## src/rtl/uart_frame_scheduler.sv

```systemverilog
// uart_frame_scheduler
//   Sequences one test frame over the UART loopback: HEADER, PAYLOAD_LEN
//   payload bytes (SEED + i) and a CRC byte. Owns the uart_tx handshake and
//   time-shares the single external crc8: the TX CRC is precomputed first,
//   then the unit is handed to the RX checker for the looped-back bytes.
// Ports
//   clk, reset          clock, synchronous active-high reset
//   start               one-cycle frame request (ignored while busy)
//   tx_busy             uart_tx busy
//   tx_start, tx_data   one-cycle send request and its byte
//   rx_done, rx_data    uart_rx byte strobe and byte
//   crc_init            one-cycle clear of crc8
//   crc_data_valid      one-cycle crc8 update strobe, byte on crc_data_in
//   crc_out             crc8 result (one cycle after the last update)
//   display_status      00 idle, 01 busy, 10 pass, 11 fail
module uart_frame_scheduler #(
  parameter int unsigned PAYLOAD_LEN    = 4,
  parameter logic [7:0]  HEADER         = 8'hA5,
  parameter logic [7:0]  SEED           = 8'h30,
  parameter int unsigned TIMEOUT_CYCLES = 5_000_000
) (
  input  logic       clk,
  input  logic       reset,
  input  logic       start,
  input  logic       tx_busy,
  output logic       tx_start,
  output logic [7:0] tx_data,
  input  logic       rx_done,
  input  logic [7:0] rx_data,
  output logic       crc_init,
  output logic       crc_data_valid,
  output logic [7:0] crc_data_in,
  input  logic [7:0] crc_out,
  output logic [1:0] display_status
);

  // Byte counters are 8 bits; one extra bit only when N+2 would not fit.
  localparam int unsigned CW = (PAYLOAD_LEN + 2 > 255) ? 9 : 8;
  localparam int unsigned TW = $clog2(TIMEOUT_CYCLES + 1);

  localparam logic [CW-1:0] LAST_CALC = CW'(PAYLOAD_LEN - 1);
  localparam logic [CW-1:0] CRC_POS   = CW'(PAYLOAD_LEN + 1);
  localparam logic [CW-1:0] FRAME_LEN = CW'(PAYLOAD_LEN + 2);
  localparam logic [TW-1:0] TO_MAX    = TW'(TIMEOUT_CYCLES);

  localparam logic [1:0] ST_BUSY = 2'b01;
  localparam logic [1:0] ST_PASS = 2'b10;
  localparam logic [1:0] ST_FAIL = 2'b11;

  typedef enum logic [3:0] {
    S_IDLE, S_PRE_INIT, S_CALC, S_LATCH, S_SEND, S_SEND_WAIT, S_RX_WAIT,
    S_PASS, S_FAIL
  } state_t;

  state_t          state_q, state_d;
  logic [CW-1:0]   tx_idx_q, tx_idx_d;
  logic [CW-1:0]   rx_cnt_q, rx_cnt_d;
  logic [TW-1:0]   to_cnt_q, to_cnt_d;
  logic            wait_q, wait_d;
  logic            err_q, err_d;
  logic [7:0]      tx_crc_q, tx_crc_d;
  logic            tx_start_q, tx_start_d;
  logic [7:0]      tx_data_q, tx_data_d;
  logic            crc_init_q, crc_init_d;
  logic            crc_valid_q, crc_valid_d;
  logic [7:0]      crc_din_q, crc_din_d;
  logic [1:0]      status_q, status_d;
  logic [7:0]      tx_byte;
  logic            rx_active;

  always_comb begin
    if (tx_idx_q == '0)          tx_byte = HEADER;
    else if (tx_idx_q == CRC_POS) tx_byte = tx_crc_q;
    else                          tx_byte = SEED + tx_idx_q[7:0] - 8'd1;
  end

  assign rx_active = (state_q == S_SEND) || (state_q == S_SEND_WAIT) ||
                     (state_q == S_RX_WAIT);

  always_comb begin
    state_d     = state_q;
    tx_idx_d    = tx_idx_q;
    rx_cnt_d    = rx_cnt_q;
    to_cnt_d    = to_cnt_q;
    wait_d      = wait_q;
    err_d       = err_q;
    tx_crc_d    = tx_crc_q;
    tx_start_d  = 1'b0;
    tx_data_d   = tx_data_q;
    crc_init_d  = 1'b0;
    crc_valid_d = 1'b0;
    crc_din_d   = crc_din_q;
    status_d    = status_q;

    unique case (state_q)
      S_IDLE, S_PASS, S_FAIL: begin
        if (start) begin
          state_d  = S_PRE_INIT;
          status_d = ST_BUSY;
          tx_idx_d = '0;
          rx_cnt_d = '0;
          to_cnt_d = '0;
          err_d    = 1'b0;
        end
      end
      S_PRE_INIT: begin
        crc_init_d = 1'b1;
        tx_idx_d   = '0;
        state_d    = S_CALC;
      end
      S_CALC: begin
        // tx_idx doubles as the payload step counter here.
        crc_valid_d = 1'b1;
        crc_din_d   = SEED + tx_idx_q[7:0];
        tx_idx_d    = tx_idx_q + CW'(1);
        if (tx_idx_q == LAST_CALC) begin
          tx_idx_d = '0;
          wait_d   = 1'b1;
          state_d  = S_LATCH;
        end
      end
      S_LATCH: begin
        // First cycle: last update strobe is still on the wire.
        if (wait_q) begin
          wait_d = 1'b0;
        end else begin
          tx_crc_d   = crc_out;
          crc_init_d = 1'b1;
          state_d    = S_SEND;
        end
      end
      S_SEND: begin
        if (!tx_busy) begin
          tx_start_d = 1'b1;
          tx_data_d  = tx_byte;
          wait_d     = 1'b1;
          state_d    = S_SEND_WAIT;
        end
      end
      S_SEND_WAIT: begin
        // tx_busy is not yet meaningful in the cycle carrying tx_start.
        if (wait_q) begin
          wait_d = 1'b0;
        end else if (!tx_busy) begin
          tx_idx_d = tx_idx_q + CW'(1);
          if (tx_idx_q == CRC_POS) begin
            to_cnt_d = '0;
            state_d  = S_RX_WAIT;
          end else begin
            state_d = S_SEND;
          end
        end
      end
      S_RX_WAIT: begin
        if (rx_cnt_q == FRAME_LEN) begin
          state_d  = err_q ? S_FAIL : S_PASS;
          status_d = err_q ? ST_FAIL : ST_PASS;
        end else if (to_cnt_q == TO_MAX) begin
          state_d  = S_FAIL;
          status_d = ST_FAIL;
        end else begin
          to_cnt_d = to_cnt_q + TW'(1);
        end
      end
      default: state_d = S_IDLE;
    endcase

    // Loopback bytes arrive while still transmitting, so the checker runs
    // alongside SEND/SEND_WAIT. It is the only crc8 user after LATCH.
    if (rx_active && rx_done) begin
      to_cnt_d = '0;
      if (rx_cnt_q != FRAME_LEN) begin
        rx_cnt_d = rx_cnt_q + CW'(1);
        if (rx_cnt_q == '0) begin
          if (rx_data != HEADER) err_d = 1'b1;
        end else if (rx_cnt_q == CRC_POS) begin
          if (rx_data != crc_out) err_d = 1'b1;
        end else begin
          crc_valid_d = 1'b1;
          crc_din_d   = rx_data;
        end
      end
    end
  end

  always_ff @(posedge clk) begin
    if (reset) begin
      state_q     <= S_IDLE;
      tx_idx_q    <= '0;
      rx_cnt_q    <= '0;
      to_cnt_q    <= '0;
      wait_q      <= 1'b0;
      err_q       <= 1'b0;
      tx_crc_q    <= '0;
      tx_start_q  <= 1'b0;
      tx_data_q   <= '0;
      crc_init_q  <= 1'b0;
      crc_valid_q <= 1'b0;
      crc_din_q   <= '0;
      status_q    <= '0;
    end else begin
      state_q     <= state_d;
      tx_idx_q    <= tx_idx_d;
      rx_cnt_q    <= rx_cnt_d;
      to_cnt_q    <= to_cnt_d;
      wait_q      <= wait_d;
      err_q       <= err_d;
      tx_crc_q    <= tx_crc_d;
      tx_start_q  <= tx_start_d;
      tx_data_q   <= tx_data_d;
      crc_init_q  <= crc_init_d;
      crc_valid_q <= crc_valid_d;
      crc_din_q   <= crc_din_d;
      status_q    <= status_d;
    end
  end

  assign tx_start       = tx_start_q;
  assign tx_data        = tx_data_q;
  assign crc_init       = crc_init_q;
  assign crc_data_valid = crc_valid_q;
  assign crc_data_in    = crc_din_q;
  assign display_status = status_q;

endmodule

```

## config.mk

```make
export PLATFORM = sky130hd
export DESIGN_NAME = uart_frame_scheduler
export DESIGN_NICKNAME = d
export VERILOG_FILES = /design/src/rtl/uart_frame_scheduler.sv
export SDC_FILE = /design/constraint.sdc
export NUM_CORES = 1
export LEC_CHECK = 0
export CORE_UTILIZATION = 30
export DETAILED_ROUTE_END_ITERATION = 10
export PLACE_DENSITY_LB_ADDON = 0.3
export SYNTH_ARGS = -nofsm -noshare
export SYNTH_HDL_FRONTEND = slang
export SYNTH_SLANG_ARGS = --single-unit
```

## constraint.sdc

```tcl
create_clock -name clk -period 2.8 [get_ports clk]
set_clock_uncertainty 0.1 [all_clocks]
set_input_delay 0.56 -clock clk [delete_from_list [all_inputs] [get_ports clk]]
set_output_delay 0.56 -clock clk [all_outputs]
set_load 0.05 [all_outputs]
```

---- Word-level counts from Yosys, hierarchy flattened ----
Cells that the tools add are included.
word-level totals
  flip-flop bits (word level) ............. 74
  input port bits ......................... 21
  output and inout port bits .............. 21
  word-level logic and storage cells ...... 126
operators by class
  add/subtract/negate cells ............... 5
  equal/unequal tests ..................... 26
  muxes and demuxes ....................... 58
  bitwise gates (word level) .............. 3
  reductions and logical operators ........ 21
operators by type and width
  cell                   count
  $mux 23                6
  $mux 8                 15
  $pmux 23 s3            1
  $mux 4                 9
  $pmux 8 s4             1
  $pmux 4 s7             1
  $eq 8x3->1 const B     3
  $add 23x1->23 const B  1
  $eq 23x23->1 const B   1
  $mux 1                 18
  $ne 2x2->1 const B     9
  $add 8x1->8 const B    2
  $eq 4x3->1 const B     4
  $logic_not 8->1        2
  $reduce_and 7->1       2
  $add 6x8->8 const A    1
  $eq 4x2->1 const B     2
  $eq 8x2->1 const B     1
  $mux 2                 4
  $ne 8x3->1 const B     1
  $ne 8x8->1             1
  $ne 8x8->1 const B     1
  $sub 8x1->8 const B    1
  $reduce_and 3->1       2
  17 further kinds       24

---- Depth between registers and ports, before layout ----
  depth in word-level cells ............... 8
  mapped depth ............................ 9
  gate-level depth less buffers ........... 8

---- Worst setup path after synthesis ----
No wires, ideal clock.
  path type ............................... register to register
  start point ............................. reg tx_idx_q[4]
  end point ............................... reg to_cnt_q[22]
  setup time .............................. 0.070 ns
  arrival time ............................ 2.298 ns
  required time ........................... 2.630 ns
  path slack .............................. 0.332 ns
  stages on the path, launching flop included .. 9
  buffers on the path ..................... 0
  clock period less this slack ............ 2.468 ns
  cells stage by stage .................... dfxtp_1 inv_1 ha_1 nor3b_1 nand4_1 a2111oi_4 nand3_2 or4b_1 a21oi_1
on the way
  longest elaborated chain between the ends .. 3
ends and longest elaborated chain
  item                        line  text
  start, declared             56    logic [CW-1:0] tx_idx_q, tx_idx_d;
  start signal, assigned      203   tx_idx_q <= tx_idx_d;
  $eq 8x3->1                  146   if (tx_idx_q == CRC_POS) begin
  $ne 2x2->1 (no line)        -
  $reduce_and 7->1 (no line)  -
  end signal, assigned        205   to_cnt_q <= to_cnt_d;
  end, declared               58    logic [TW-1:0] to_cnt_q, to_cnt_d;
No other way between the ends.
A chain may end at the register's enable or synchronous reset.

---- Worst setup path in the final report ----
  start point ............................. reg to_cnt_q[0]
  end point ............................... reg to_cnt_q[22]
on the way
  longest elaborated chain between the ends .. 4
  elaborated cells between the ends (all ways) .. 7
  classes of those cells .................. add/sub (1); eq/ne (2); mux (3); reduce/logical (1)
ends and longest elaborated chain
  item           line  text
  $add 23x1->23  162   to_cnt_d = to_cnt_q + TW'(1);
  $mux 23        158   end else if (to_cnt_q == TO_MAX) begin
  $mux 23        155   if (rx_cnt_q == FRAME_LEN) begin
  $pmux 23 s3    95    unique case (state_q)
Parallel ways exist; a longest one is shown, timed or not. The select of a mux whose other input is x is not followed.

==> impl_metrics.py <==
metrics = {
    "logic_synthesis": {
        "synth_edf_count": 0,
        "ys_types": 56,
        "synth_cells": 480,
        "synth.cell_area_sq_mm": 0.00400,
        "yosysMostFrequentCell": "dfxtp_1",
        "synth_common_cells": "dfxtp_1, nor2_1, nand2_1",
        "ys.flop_type": "dfxtp_1",
        "syn-mean-instance-area_sq_um": 8.34,
        "synthTopCellsByArea": "dfxtp_1, nor2_1, xor2_1",
        "async_flop_share_pct": 0,
        "synth-seq-cells": 74,
        "seq_area_frac_synth_pct": 37.0,
        "syn_nets": 516,
        "synth_top_cell_by_area": "dfxtp_1",
        "synth_top_area_share_pct": 37.0,
        "ys_warn_count": 0,
    },
    "cells_and_area": {
        "drive_gt1_share_pct": 11.0,
        "diodes": 0,
        "final_area_sq_mm": 0.00516,
        "fin_cells": 719,
        "nets": 578,
        "areaGrowthSynthToFinish_pct": 28.9,
    },
    "timing": {
        "worst_slew_pin_slew_ns": 0.688,
        "hold_viol": 0,
        "rsz0062_at_grt": "no",
        "fmax_ghz": 0.387,
        "slew_viol_final": 0,
        "min_period_ns": 2.59,
        "finalSetupViolations": 0,
        "finalCritPeriodShare_pct": 92.4,
        "maxSlewHeadroom_pct": 54.2,
    },
    "route": {
        "drt-pass1-iter-count": 4,
        "drt_iter0_drc": 138,
        "drtAntennaViolNets": 0,
        "vias": 3623,
        "post-route-drc-count": 0,
        "viasPerCell": 5.04,
        "wl_per_cell_um": 14.0,
        "wl_um": 10100,
    },
    "place": {
        "post_dp_cell_area_sq_mm": 0.00480,
        "post-place-cells": 703,
        "hpwl_um": 7570,
        "portBuffers": 41,
        "gp_congestion": 0.863,
    },
    "pwr": {
        "powerDensity_mw_per_mm2": 728,
        "leakage_nw": 1.87,
        "vdd_drop_max_v": 0.000374,
    },
    "grt": {
        "first_global_vias": 3512,
        "antenna_found_initial": 0,
        "track_usage_pct": 15.4,
        "grt_pass1_wl_um": 17000,
        "gr-total-overflow": 0,
        "grt_max_degree": 28,
    },
    "setup_path": {
        "cp_max_fo": 10,
        "critPathTopFamily": "simple AND/OR/NAND/NOR gates",
        "critical_path_arrival_ns": 2.74,
        "slowest_stage": "or4b_1",
        "endpoint_kind": "flop",
        "worstPathRequired_ns": 2.96,
        "worstSetupPathType": "reg -> reg",
        "crit_chain": "inv_1 -> ha_1 -> nor4b_1 -> and4_1 -> a22oi_1 -> buf_4 -> nand3_2 -> or4b_1 -> a21oi_1",
        "critPathLaunchType": "flop",
        "crit_path_max_incr_delay_ns": 0.51,
        "cp.buffers_inverters": 2,
    },
    "die": {
        "die-area_sq_mm": 0.0138,
        "num_rows": 41,
        "die-width_um": 117,
        "initial_core_util_pct": 31.2,
        "ios": 42,
        "core_sq_mm": 0.0128,
        "die_h_um": 117,
    },
    "worst_hold_path": {
        "hold_path_class": "reg -> reg",
    },
    "cts": {
        "ctsHoldBuffers": 0,
        "root_buffer": "clkbuf_16",
        "cts_made_buffers": 9,
        "tritoncts": "built",
        "clk_path_buf_depth": 2,
        "cts-htree-levels": 3,
        "postCtsSetupRepairBufs": 0,
        "clkSlewWorstSetupHoldPaths_ns": 0.06,
        "clk_latency_ns": 0.34,
        "cts_sinks": 74,
    },
    "outcome": {
        "outcome": "complete, no violations",
    },
    "run": {
        "maxCapViolations": 0,
    },
}
-- logic make-up after synthesis --
| group | after synthesis | synth area share [%] |
|---|---|---|
| adder cells (fa/ha/maj) | 15 | 4.69 |
| AO/OA/AOI/OAI | 86 | 14.2 |
| multiplexers | 14 | 3.53 |
| buffers and inverters | 38 | 3.97 |
| XOR/XNOR | 39 | 8.54 |
| AND/OR/NAND/NOR | 214 | 28.0 |
| flip-flops | 74 | 37.0 |
-- cells in the final DEF, fill, tap and decap left out, drive strengths merged, types with 14 or more instances in the layout --
master	synthesis	layout
a21oi	31	31
xnor2	16	16
nand2	37	37
ha	15	15
nand4	21	21
inv	14	14
nor2	67	67
clkdlybuf4s50	0	41
buf	8	34
dfxtp	74	74
o21ai	16	16
xor2	23	23
nand3	16	16
-- tightest hold or removal path: cells and delay by family, from the launching register on --
kind	cells	cell delay, ns
compound gates	1	0.05
flops	1	0.31
simple gates	1	0.05
-- final timing paths --
kind,from,to,slack [ns],depth (start not counted)
setup / recovery,to_cnt_q[0]$_SDFFE_PP0P_,to_cnt_q[22]$_SDFFE_PP0P_,0.21,9
hold reg to reg,tx_data[1]$_SDFFE_PP0P_,tx_data[1]$_SDFFE_PP0P_,0.35,2
setup reg to reg,to_cnt_q[0]$_SDFFE_PP0P_,to_cnt_q[22]$_SDFFE_PP0P_,0.21,9
hold / removal,tx_data[1]$_SDFFE_PP0P_,tx_data[1]$_SDFFE_PP0P_,0.35,2
-- where the power goes --
group	total, W	internal, W	leakage (nW)	switching [W]
registers	0.00119	0.00113	0.597	0.0000655
clock network	0.00136	0.000896	0.165	0.000463
logic	0.00120	0.000488	1.11	0.000716
-- stage by stage --
| stage | TNS [ns] | power [W] | utilization [%] | setup slack, ns | hold slack, ns |
|---|---|---|---|---|---|
| 6_report | 0 | 0.00376 | 40.2 | 0.214 | 0.355 |
| 5_1_grt | 0 | 0.00395 | 40.2 | 0.0925 | 0.390 |
| 4_1_cts | 0 | 0.00379 | 40.2 | 0.0571 | 0.363 |
| 3_5_place_dp | -0.132 | 0.00242 | 37.4 | -0.0848 | 0.354 |
| 3_3_place_gp | -0.0766 | 0.00240 | 37.4 | -0.0648 | 0.343 |
| 2_1_floorplan | 0 | 0.00204 | - | 0.332 | 0.352 |
-- registers in the layout, summed over array words and instances (netlist names), 2 cells and up --
| register | flops |
|---|---|
| crc_data_in | 8 |
| display_status | 2 |
| rx_cnt_q | 8 |
| state_q | 4 |
| to_cnt_q | 23 |
| tx_crc_q | 8 |
| tx_data | 8 |
| tx_idx_q | 8 |
-- cell type report --
| type | count | area, sq um |
|---|---|---|
| clock buffers | 10 | 239 |
| multi-input cells | 368 | 2370 |
| fillers | 1300 | 7670 |
| flip-flops and latches | 74 | 1480 |
| clock inverters | 6 | 114 |
| repair buffers | 75 | 691 |
| well taps | 172 | 215 |
| inverters | 14 | 52.6 |
-- what timing repair did --
item                                    4_1_cts  5_1_grt
endpoints found under the setup margin        0       17
hold endpoints to repair                      0        0
gates resized for setup                       0        1
-- routing by layer --
metal	global-route usage [%]	up-vias	share of wire [%]
met1	18.7	1706	46
li1	-	1838	-
met2	26.3	65	48
met3	3.59	14	3.8
met5	0	-	0
met4	5.93	0	1.8
No activity file was read; power rests on OpenSTA's default activity.
